`config.mk`:
```
export PLATFORM = sky130hd
export DESIGN_NAME = id_ex_stage
export DESIGN_NICKNAME = d
export VERILOG_FILES = /design/src/rtl/id_ex_stage.sv
export SDC_FILE = /design/constraint.sdc
export NUM_CORES = 1
export LEC_CHECK = 0
export ABC_CLOCK_PERIOD_IN_PS = 4400
export BUFFER_PORTS_ARGS = -buffer_cell sky130_fd_sc_hd__clkbuf_2
export CORE_AREA = 10 10 161 163
export CTS_BUF_LIST = sky130_fd_sc_hd__clkbuf_8
export DETAILED_ROUTE_END_ITERATION = 7
export DIE_AREA = 0 0 171 173
export PLACE_DENSITY_LB_ADDON = 0.05
export SLEW_MARGIN = 20
export SYNTH_ARGS = -nofsm -noshare
export SYNTH_HDL_FRONTEND = slang
export SYNTH_SLANG_ARGS = --single-unit
```
`constraint.sdc`:
```
create_clock -name clk -period 4.4 [get_ports clk]
set_input_delay 0 -clock clk [delete_from_list [all_inputs] [get_ports clk]]
set_output_delay 0 -clock clk [all_outputs]
set_load 0.02 [all_outputs]
```
`src/rtl/id_ex_stage.sv`:
```
// id_ex_stage: ID/EX pipeline register for the RV32I 5-stage core.
// Captures decoded operands and controls, forwards from MEM/WB, detects
// load-use hazards and inserts bubbles, and computes the branch/jump target.
// Optional load-use bubble counter enabled by defining ID_EX_PERF_CNT_EN.
module id_ex_stage #(
    parameter int unsigned XLEN       = 32,
    parameter int unsigned REG_ADDR_W = 5
) (
    input  logic                  clk,
    input  logic                  rst,
    input  logic                  stall_e,
    input  logic                  flush_e,
    input  logic                  valid_d,
    input  logic [XLEN-1:0]       pc_d,
    input  logic [XLEN-1:0]       rd1_d,
    input  logic [XLEN-1:0]       rd2_d,
    input  logic [XLEN-1:0]       imm_ext_d,
    input  logic [REG_ADDR_W-1:0] rs1_d,
    input  logic [REG_ADDR_W-1:0] rs2_d,
    input  logic [REG_ADDR_W-1:0] rd_d,
    input  logic [2:0]            alu_control_d,
    input  logic                  alu_src_d,
    input  logic                  reg_write_d,
    input  logic                  mem_write_d,
    input  logic [1:0]            result_src_d,
    input  logic [XLEN-1:0]       alu_result_m,
    input  logic [REG_ADDR_W-1:0] rd_m,
    input  logic                  reg_write_m,
    input  logic [XLEN-1:0]       result_w,
    input  logic [REG_ADDR_W-1:0] rd_w,
    input  logic                  reg_write_w,
    output logic [XLEN-1:0]       src_a_e,
    output logic [XLEN-1:0]       src_b_e,
    output logic [2:0]            alu_control_e,
    output logic [XLEN-1:0]       write_data_e,
    output logic [XLEN-1:0]       pc_e,
    output logic [XLEN-1:0]       pc_target_e,
    output logic [REG_ADDR_W-1:0] rd_e,
    output logic                  reg_write_e,
    output logic                  mem_write_e,
    output logic                  valid_e,
    output logic [1:0]            result_src_e,
    output logic                  hazard_stall_d,
    output logic [31:0]           stall_count
);

    typedef struct packed {
        logic                  valid;
        logic [XLEN-1:0]       pc;
        logic [XLEN-1:0]       rd1;
        logic [XLEN-1:0]       rd2;
        logic [XLEN-1:0]       imm;
        logic [REG_ADDR_W-1:0] rs1;
        logic [REG_ADDR_W-1:0] rs2;
        logic [REG_ADDR_W-1:0] rd;
        logic [2:0]            alu_control;
        logic                  alu_src;
        logic                  reg_write;
        logic                  mem_write;
        logic [1:0]            result_src;
    } e_regs_t;

    e_regs_t e_q, e_d;

    logic [XLEN-1:0] fwd_rs1;
    logic [XLEN-1:0] fwd_rs2;

    // Load-use detection: E holds a load whose rd feeds a live instruction in D.
    always_comb begin
        hazard_stall_d = e_q.valid & e_q.reg_write & (e_q.result_src == 2'b01) &
                         (e_q.rd != '0) & valid_d &
                         ((e_q.rd == rs1_d) | (e_q.rd == rs2_d));
    end

    // Next E contents: flush > stall (hold) > load-use bubble > normal load.
    always_comb begin
        e_d = e_q;
        if (flush_e) begin
            e_d = '0;
        end else if (stall_e) begin
            e_d = e_q;
        end else if (hazard_stall_d) begin
            e_d = '0;
        end else begin
            e_d.valid       = valid_d;
            e_d.pc          = pc_d;
            e_d.rd1         = rd1_d;
            e_d.rd2         = rd2_d;
            e_d.imm         = imm_ext_d;
            e_d.rs1         = rs1_d;
            e_d.rs2         = rs2_d;
            e_d.rd          = rd_d;
            e_d.alu_control = alu_control_d;
            e_d.alu_src     = alu_src_d;
            e_d.reg_write   = reg_write_d;
            e_d.mem_write   = mem_write_d;
            e_d.result_src  = result_src_d;
            // An empty decode slot must not carry side-effecting controls into E.
            if (!valid_d) begin
                e_d.rd          = '0;
                e_d.alu_control = '0;
                e_d.reg_write   = 1'b0;
                e_d.mem_write   = 1'b0;
                e_d.result_src  = '0;
            end
        end
    end

    // E register bank with asynchronous clear.
    always_ff @(posedge clk or posedge rst) begin
        if (rst) begin
            e_q <= '0;
        end else begin
            e_q <= e_d;
        end
    end

    // Operand forwarding: MEM result beats WB result; x0 is never forwarded.
    always_comb begin
        fwd_rs1 = e_q.rd1;
        fwd_rs2 = e_q.rd2;
        if (reg_write_m && (rd_m != '0) && (rd_m == e_q.rs1)) begin
            fwd_rs1 = alu_result_m;
        end else if (reg_write_w && (rd_w != '0) && (rd_w == e_q.rs1)) begin
            fwd_rs1 = result_w;
        end
        if (reg_write_m && (rd_m != '0) && (rd_m == e_q.rs2)) begin
            fwd_rs2 = alu_result_m;
        end else if (reg_write_w && (rd_w != '0) && (rd_w == e_q.rs2)) begin
            fwd_rs2 = result_w;
        end
    end

    // Execute-stage outputs driven from E registers and forwarded operands.
    always_comb begin
        src_a_e       = fwd_rs1;
        write_data_e  = fwd_rs2;
        src_b_e       = e_q.alu_src ? e_q.imm : fwd_rs2;
        pc_target_e   = e_q.pc + e_q.imm;
        alu_control_e = e_q.alu_control;
        pc_e          = e_q.pc;
        rd_e          = e_q.rd;
        reg_write_e   = e_q.reg_write;
        mem_write_e   = e_q.mem_write;
        valid_e       = e_q.valid;
        result_src_e  = e_q.result_src;
    end

`ifdef ID_EX_PERF_CNT_EN
    logic [31:0] stall_cnt_q, stall_cnt_d;

    // Saturating count of load-use bubbles actually inserted.
    always_comb begin
        stall_cnt_d = stall_cnt_q;
        if (hazard_stall_d && !stall_e && !flush_e && (stall_cnt_q != '1)) begin
            stall_cnt_d = stall_cnt_q + 32'd1;
        end
    end

    // Counter register with asynchronous clear.
    always_ff @(posedge clk or posedge rst) begin
        if (rst) begin
            stall_cnt_q <= '0;
        end else begin
            stall_cnt_q <= stall_cnt_d;
        end
    end

    assign stall_count = stall_cnt_q;
`else
    assign stall_count = '0;
`endif

endmodule

```
======== Yosys cells after proc, flatten, opt, wreduce, memory -nomap -nowiden ========
Index checks and enable logic that the tools add are counted.
storage, ports and cells
  register bits ........................... 152
  logic and storage cells ................. 47
cells by class
  $add $sub $neg .......................... 1
  equality and inequality tests ........... 8
  bitwise logic cells ..................... 6
  reductions and logical operators ........ 9
  mux-type cells .......................... 10
operator list
  kind                  number
  $mux W152             3
  $mux W32              5
  $add A32 B32 Y32      1
  $eq A5 B5 Y1          6
  $reduce_bool A5 Y1    3
  $mux W8               1
  $logic_and A1 B1 Y1   6
  $and A1 B1 Y1         5
  $mux W4               1
  $eq A2 B1 Y1 const B  1
  $ne A2 B1 Y1 const B  1
  $or A1 B1 Y1          1

======== Longest topological paths before layout ========
Gate-level depths: netlist (run 1).
  depth in word-level cells ............... 8
  depth in mapped cells ................... 9
  gate-level depth less buffers ........... 9

======== Worst setup path before layout (run 1) ========
OpenSTA, ideal clock, no wires.
  path kind ............................... register to output
  start ................................... register e_q (netlist bit pc_e[0])
  end ..................................... output port pc_target_e[30]
  stages on the path, launching flop included .. 10
  data arrival time ....................... 2.616 ns
  slack ................................... 1.784 ns
  data required time ...................... 4.400 ns
  cell sequence ........................... dfrtp_1 -> ha_1 -> fa_1 -> a21o_1 -> a221oi_2 -> o31ai_1 -> o21a_1 -> o31ai_4 -> o21ai_0 -> xor2_1
on the way
  cells in the longest elaborated chain, start to end .. 1
ends and longest elaborated chain
  item                    RTL line  source
  start, declared         63        e_regs_t e_q, e_d;
  start signal, assigned  112       e_q <= '0;
  start signal, assigned  114       e_q <= e_d;
  $add A32 B32 Y32        139       pc_target_e = e_q.pc + e_q.imm;
  end, declared           37        output logic [XLEN-1:0] pc_target_e,
No other way between the ends.

======== Worst setup path in the final report (run 1) ========
  start ................................... register e_q[23] (netlist name)
  end ..................................... output port pc_target_e[30]
Same word-level chain as after synthesis.

==> results.md, run 1 <==
- # clock sinks: around 150
- Hold Violations, Final: 0
- Largest family of logic cells by synthesized area: compound AO/OA/AOI/OAI gates
- Final ANT Viol Nets: 0
- CP endpoint kind: output port
- Vias in the first global route: slightly below 10k
- Worst reg2reg path endpoint: pc_e[29]
- Post-route worst setup slack: 0.9164 ns
- Crit path to: pc_target_e[30]
- Fin crit period: approximately 3.5 ns
- F_max: roughly 290 MHz
- Crit. Startpoint: e_q[23]
- Register bit total from synthesis: 152
- Slew Limit Headroom: roughly a third
- Xor-xnor portion of the synthesized cell area: under 10%
- Compound-Gate Fraction of Synth Area: about a quarter
- Pre-CTS WS: about 1.4 ns
- Via-per-instance ratio: around 5.4
- HPWL after DPL: roughly 29 mm
- WHS: ~0.13 ns
- Post-synthesis mux area share: around a tenth
- Post-Synthesis Cells: 933
- Clock Skew: 0.01883 ns
- Die ar.: around 0.030 mm2
- Clock Tree Root: clkbuf_8
- 1st-iter DRT viols: 460
- Initial DRT Pass Iterations: 4
- Share of cells above drive strength 1: between 30 and 40%
- H-tree depth: 4
- EDFF count, synth: 0
- Fin nets: 1678
- Core Area: approximately 0.023 mm2
- Yosys Warn Count: 0
- RSZ-0062 raised after global routing: false
- Crit start category: flop
- Worst-case reg-to-reg path depth: 6
- # setup viols final: 0
- Row cnt: 55
- Max rail drop VDD: ~180 uV
- Post-Synth Adder-Cell Area: 4.170%
- Pleak: 6.774 nW
- Setup slack, reg-to-reg: 1.98 ns
- PD cells: roughly 280 mW/mm2
- Detailed Route WL: approximately 39 mm
- WL/cell: 22.72 um
- Cell Area, Synth: approximately 0.0098 mm2
- Worst Path Max Fanout: 4
- Simple-gate area share of the yosys netlist: about 6.7%
- Final TNS setup: 0 ns
- Top_reg_cell synth: dfrtp_1
- Period utilisation layout: between 70% and 80%
- Largest net degree at the start of global routing: 140
- Biggest area consumer among synthesized cells: dfrtp_1
- WS Path Type: reg -> out
- Final Max Tran Viols: 0
- Arrival time of the worst setup path: about 3.5 ns
- Layout overhead on the synthesized area: 37.92%
- Chip height: ~170 um
- Actual slew at the worst max-slew pin: between 1 and 1.5 ns
- GP Congestion: approximately 0.9
- Async SR Flop Fraction: 100.0%
- Max_cap viols: 0
- Post-synthesis sequential area ratio: between 30% and 40%
- Drc violations: 0
- Initial antenna violation count: 7
- Cts bufs inserted: 17
- Post-synth top area share: 38.89%
- Gr ovfl total: 0
- Synth top area cells: dfrtp_1 39%, a22o_1 14%, buf_4 7.1%
- Maximum clock insertion buffer count: 2
- All-layer global routing usage: 25.56%
- Final Util: around three fifths
- Total Power: 3.785 mW
- Reg2reg start: rd_e[1]
- Port buffer count: around 410
- Clock Latency Late Sink: 0.48 ns
- Outcome: complete, no violations
- Initial Util: 43.33%
- Vias: 9289
- TritonCTS clock tree: built
- Clk slew on worst S/H paths: around 0.09 ns
- Critical path required time: 4.40 ns
- Syn_area_per_cell: ~10 um2
- Hold Crit Class: in -> async
- Global-route wire length before repair: 59.00 mm
- I/O pins: 438
- Synth cell types: 60
- Die Wd: ~170 um
-- sequential cells by signal, summed over array words and instances (netlist names) --
signal,count
reg_write_e,1
mem_write_e,1
alu_control_e,3
rd_e,5
e_q,107
result_src_e,2
pc_e,32
valid_e,1
-- cell type report --
type | count | area [um2]
diodes | 7 | 17.52
clock buffers | 18 | 247.7
clock inverters | 13 | 156.4
fillers | 1972 | 9082
inverters | 2 | 12.51
multi-input cells | 672 | 5230
flip-flops and latches | 152 | 3805
well taps | 285 | 356.6
repair buffers | 569 | 3664
-- critical path, stage by stage (launching register included) --
cell      delay (ns)
dfrtp_1         0.43
ha_1            0.25
fa_1            0.42
a21o_1          0.22
a221oi_2        0.37
o31ai_1         0.21
o21a_1          0.26
o31ai_4         0.29
o21ai_0         0.15
xor2_1          0.21
clkbuf_2        0.21
-- cell usage after synthesis, types with 5 or more instances --
cell type and number:
clkbuf_1 34, nor2_1 40, nand2_1 51, xnor2_1 31
mux2_2 32, and3_1 5, nand3_1 10, mux2i_1 64
a21oi_2 30, nor3_1 5, buf_2 6, a21o_1 11
a31oi_1 5, o21ai_1 12, xor2_1 30, o21a_1 5
a22o_1 151, a21oi_1 27, buf_4 92, o21ai_0 41
ha_1 31, dfrtp_1 152
-- cells in the final DEF (no fill, tap or decap), types with 12 or more instances in the layout --
master and count:
ha_1 31, xor2_1 30, o21ai_1 12, o21ai_0 41
clkbuf_2 405, conb_1 32, clkbuf_8 18, dfrtp_1 151
a22o_1 151, a21oi_2 30, nor2_1 40, dlygate4sd3_1 152
nand2_1 51, a21oi_1 27, mux2_2 32, mux2i_1 64
xnor2_1 31
-- how the worst min path moves through the flow --
stage	cells after the start	to	from
floorplan	1	alu_control_e[0]	alu_control_d[0]
global placement	2	e_q[83]	rst
detailed placement	2	e_q[83]	rst
CTS	3	valid_e	valid_d
global route	3	e_q[83]	rst
finish	3	e_q[83]	rst
-- what timing repair did --
item / 4_1_cts / 5_1_grt
hold buffers: 152 / 0
gates resized for setup: 0 / 0
setup buffers: 0 / 0
endpoints found under the hold margin: 210 / 0
-- where the power goes --
group	total [mW]	internal [mW]	switching, mW
Clock	1.15	0.571	0.579
Sequential	1.55	1.47	0.0800
Combinational	1.08	0.451	0.633
-- per-layer routing --
layer	vias to the layer above	GRT usage, %	share of wire (%)
met5	-	0	0
met2	390	42.62	49
met1	4508	30.10	40
met3	62	7.538	7.8
li1	4329	-	-
met4	0	9.786	3.2
-- per-stage QoR --
| step | cells | area [um2] |
|---|---|---|
| global route | 1717 | 13490 |
| detailed placement | 1528 | 11550 |
| global placement | 1528 | 11550 |
| finish | 1718 | 13490 |
| CTS | 1711 | 13470 |
| floorplan | 964 | 9897 |
-- kinds of logic (layout without fill, tap and decap cells) --
| group | count (synthesis) | after routing |
|---|---|---|
| AO/OA/AOI/OAI | 314 | 314 |
| XOR/XNOR | 61 | 61 |
| adder cells (fa/ha/maj) | 32 | 32 |
| buffers and inverters | 140 | 602 |
| flip-flops | 152 | 152 |
| multiplexers | 96 | 96 |
| other | 1 | 39 |
| AND/OR/NAND/NOR | 137 | 137 |
Note: power is estimated with default switching activity, not from simulation.
==> run 2, diff against run 1 <==
- ABC_CLOCK_PERIOD_IN_PS: 4400 -> 3180
- CORE_AREA: 10 10 161 163 -> 10 10 163 165
- DIE_AREA: 0 0 171 173 -> 0 0 173 175
- clock period: 4.4 -> 3.18 ns (I/O delays scaled with it)
==> results.md, run 2 (synthesized netlist as in run 1, its figures left out) <==
- Final Instance Area: 0.01381 mm2 (+2.3%)
- Die ar.: 0.03028 mm2 (+2.3%)
- Critical path required time: 3.18 ns (-1.22 ns)
- Part of the power in combinational logic: 29.6% (+1.0 points)
- Hold Crit Class: in -> async
- Met1 Wirelength: 15.96 mm (+2.1%)
- RSZ-0062 raised after global routing: true
- H-tree depth: 4 (unchanged)
- Crit. Startpoint: e_q[23]
- Cts bufs inserted: 17 (unchanged)
- Drc violations: 0 (unchanged)
- Internal power: 3.346 mW (+34%)
- Cell Count, Final, Fillers Out: 1767 (+2.9%)
- Most frequent cells in the layout: 399 x clkbuf_2, 153 x dlygate4sd3_1, 151 x a22o_1, 151 x dfrtp_1, 64 x mux2i_1
- HPWL after DPL: 29.78 mm (+1.1%)
- Crit start category: flop
- Via-per-instance ratio: 5.303 (-1.9%)
- Outcome: complete, no violations
- Max FFs per register: 107 (unchanged)
- Reg2reg start: rd_e[1]
- Fillcell total: 2071 (+5.0%)
- Final Max Tran Viols: 0 (unchanged)
- Clock Skew: 0.01368 ns (-0.005147 ns)
- Arrival time of the worst setup path: 3.12 ns (-0.36 ns)
- Max rail drop VDD: 198.3 uV (+10%)
- # setup viols final: 0 (unchanged)
- Detailed Route WL: 38.98 mm (-0.12%)
- GP Congestion: 0.8706 (-3.4%)
- PD cells: 375.6 mW/mm2 (+34%)
- Die Wd: 173 um (+1.2%)
- Register area: 0.003805 mm2 (unchanged)
- CP endpoint kind: output port
- # placed instances: 1566 (+2.5%)
- Fin crit period: 3.122 ns
- Chip height: 175 um (+1.2%)
- Max_cap viols: 0 (unchanged)
- Pleak: 6.884 nW (+1.6%)
- Core Area: 0.02326 mm2 (+3.1%)
- Initial Util: 42.04% (-1.3 points)
- NetSw: 1.840 mW (+42%)
- I/O pins: 438 (unchanged)
- F_max: about 320 MHz
- Most flop-heavy register: e_q
- Actual slew at the worst max-slew pin: 0.9450 ns (-0.06857 ns)
- WHS: 0.05653 ns (-0.07829 ns)
- Vias: 9370 (+0.87%)
- Final TNS setup: 0 ns (unchanged)
- Slew Limit Headroom: 37.00% (+4.7 points)
- # clock sinks: 152 (unchanged)
- Initial DRT Pass Iterations: 5 (+1)
- Initial antenna violation count: 6 (-1)
- Net Sw Frac: 35.48% (+1.4 points)
- Final ANT Viol Nets: 0 (unchanged)
- Setup slack, reg-to-reg: 0.84 ns (-1.14 ns)
- Post-DP Area: 0.01168 mm2 (+1.2%)
- Clock Tree Root: clkbuf_8
- Row cnt: 56 (+1.8%)
- WL/cell: 22.06 um (-2.9%)
- Gr ovfl total: 0 (unchanged)
- Hold Violations, Final: 0 (unchanged)
- 1st-iter DRT viols: 662 (+44%)
- Fin nets: 1694 (+0.95%)
- Port buffer count: 405 (unchanged)
- DR WL met2: 19.47 mm (+1.9%)
- Wire length on met3: 2.614 mm (-14%)
- Maximum clock insertion buffer count: 2 (unchanged)
- Uppermost layer routed: met5
- TritonCTS clock tree: built
- All-layer global routing usage: 24.61% (-0.94 points)
- Seq pwr share: 41.4% (+0.4 points)
- Clk pwr share: 29.0% (-1.4 points)
- Largest net degree at the start of global routing: 81 (-42%)
- Commonest non-fill, non-tap cell in the layout: clkbuf_2
- Worst Path Max Fanout: 4 (unchanged)
- Final Util: 59.35% (-0.41 points)
- Clock Latency Late Sink: 0.46 ns (-0.02 ns)
- WS Path Type: reg -> out
- Clk slew on worst S/H paths: 0.10 ns (about the same)
- Share of cells above drive strength 1: 38.60% (+1.6 points)
- Multi-input logic area: 0.005321 mm2 (+1.7%)
- Period utilisation layout: 98.16%
- Vias in the first global route: 9892 (+1.3%)
- Layout overhead on the synthesized area: 41.15%
- Global-route wire length before repair: 59.08 mm (+0.13%)
[run 2: cell types whose count changed in the layout (fill, tap and decap cells not counted), moves of 3 or more]
cell and change:
clkbuf_2 -6, buf_12 +6, buf_4 +14, o21ai_0 -3
inv_6 +3, inv_1 -3
[run 2: stage by stage]
step | setup WS, ns | total power, mW
floorplan | 0.5639 | 3.034
global placement | 0.2552 | 3.535
detailed placement | 0.2571 | 3.539
CTS | -0.01385 | 5.208
global route | -0.09792 | 5.423
finish | 0.05841 | 5.186
[run 2: path summary, 6_finish.rpt]
check,endpoint,cells after the start
worst max register to register,e_q[118],6
min in group clk,valid_e,3
max in group asynchronous,pc_e[29],5
worst min register to register,e_q[103],1
worst min-delay path,e_q[21],3
worst max-delay path,pc_target_e[26],10
[run 2: layout make-up]
type / count / area share [%]
multi-input combinational: 672 / 38.54
timing repair buffer: 585 / 28.06
sequential: 152 / 27.56
tap: 319 / 2.891
clock buffer: 18 / 1.794
clock inverter: 14 / 0.9788
antenna: 5 / 0.09063
inverter: 2 / 0.08157
[run 2: critical path: stages (launching register included)]
cell and delay (ns):
dfrtp_1 0.42, ha_4 0.17, fa_2 0.34, a21o_1 0.21, a221oi_4 0.32, o31ai_4 0.13
o21a_1 0.24, o31ai_4 0.31, o31ai_2 0.10, xor2_1 0.23, buf_4 0.19
[run 2: power groups by stage]
stage | sequential (mW) | combinational (mW) | clock [mW]
4_1_cts | 2.15 | 1.53 | 1.53
3_5_place_dp | 2.18 | 1.36 | 0
2_1_floorplan | 2.13 | 0.899 | 0
5_1_grt | 2.16 | 1.64 | 1.62
3_3_place_gp | 2.18 | 1.35 | 0
6_report | 2.15 | 1.53 | 1.51
[run 2: timing repair]
item	in CTS	in global routing
hold endpoints to repair	192	0
hold buffers	153	0
endpoints found under the setup margin	7	11
buffers inserted	5	5
gates resized for setup	11	18
pin swaps	10	11
[run 2: per-layer routing]
metal / up-vias / global-route usage [%]
met5: - / 0
met4: 2 / 8.300
met3: 64 / 6.661
met2: 389 / 42.19
met1: 4549 / 29.23
li1: 4366 / -
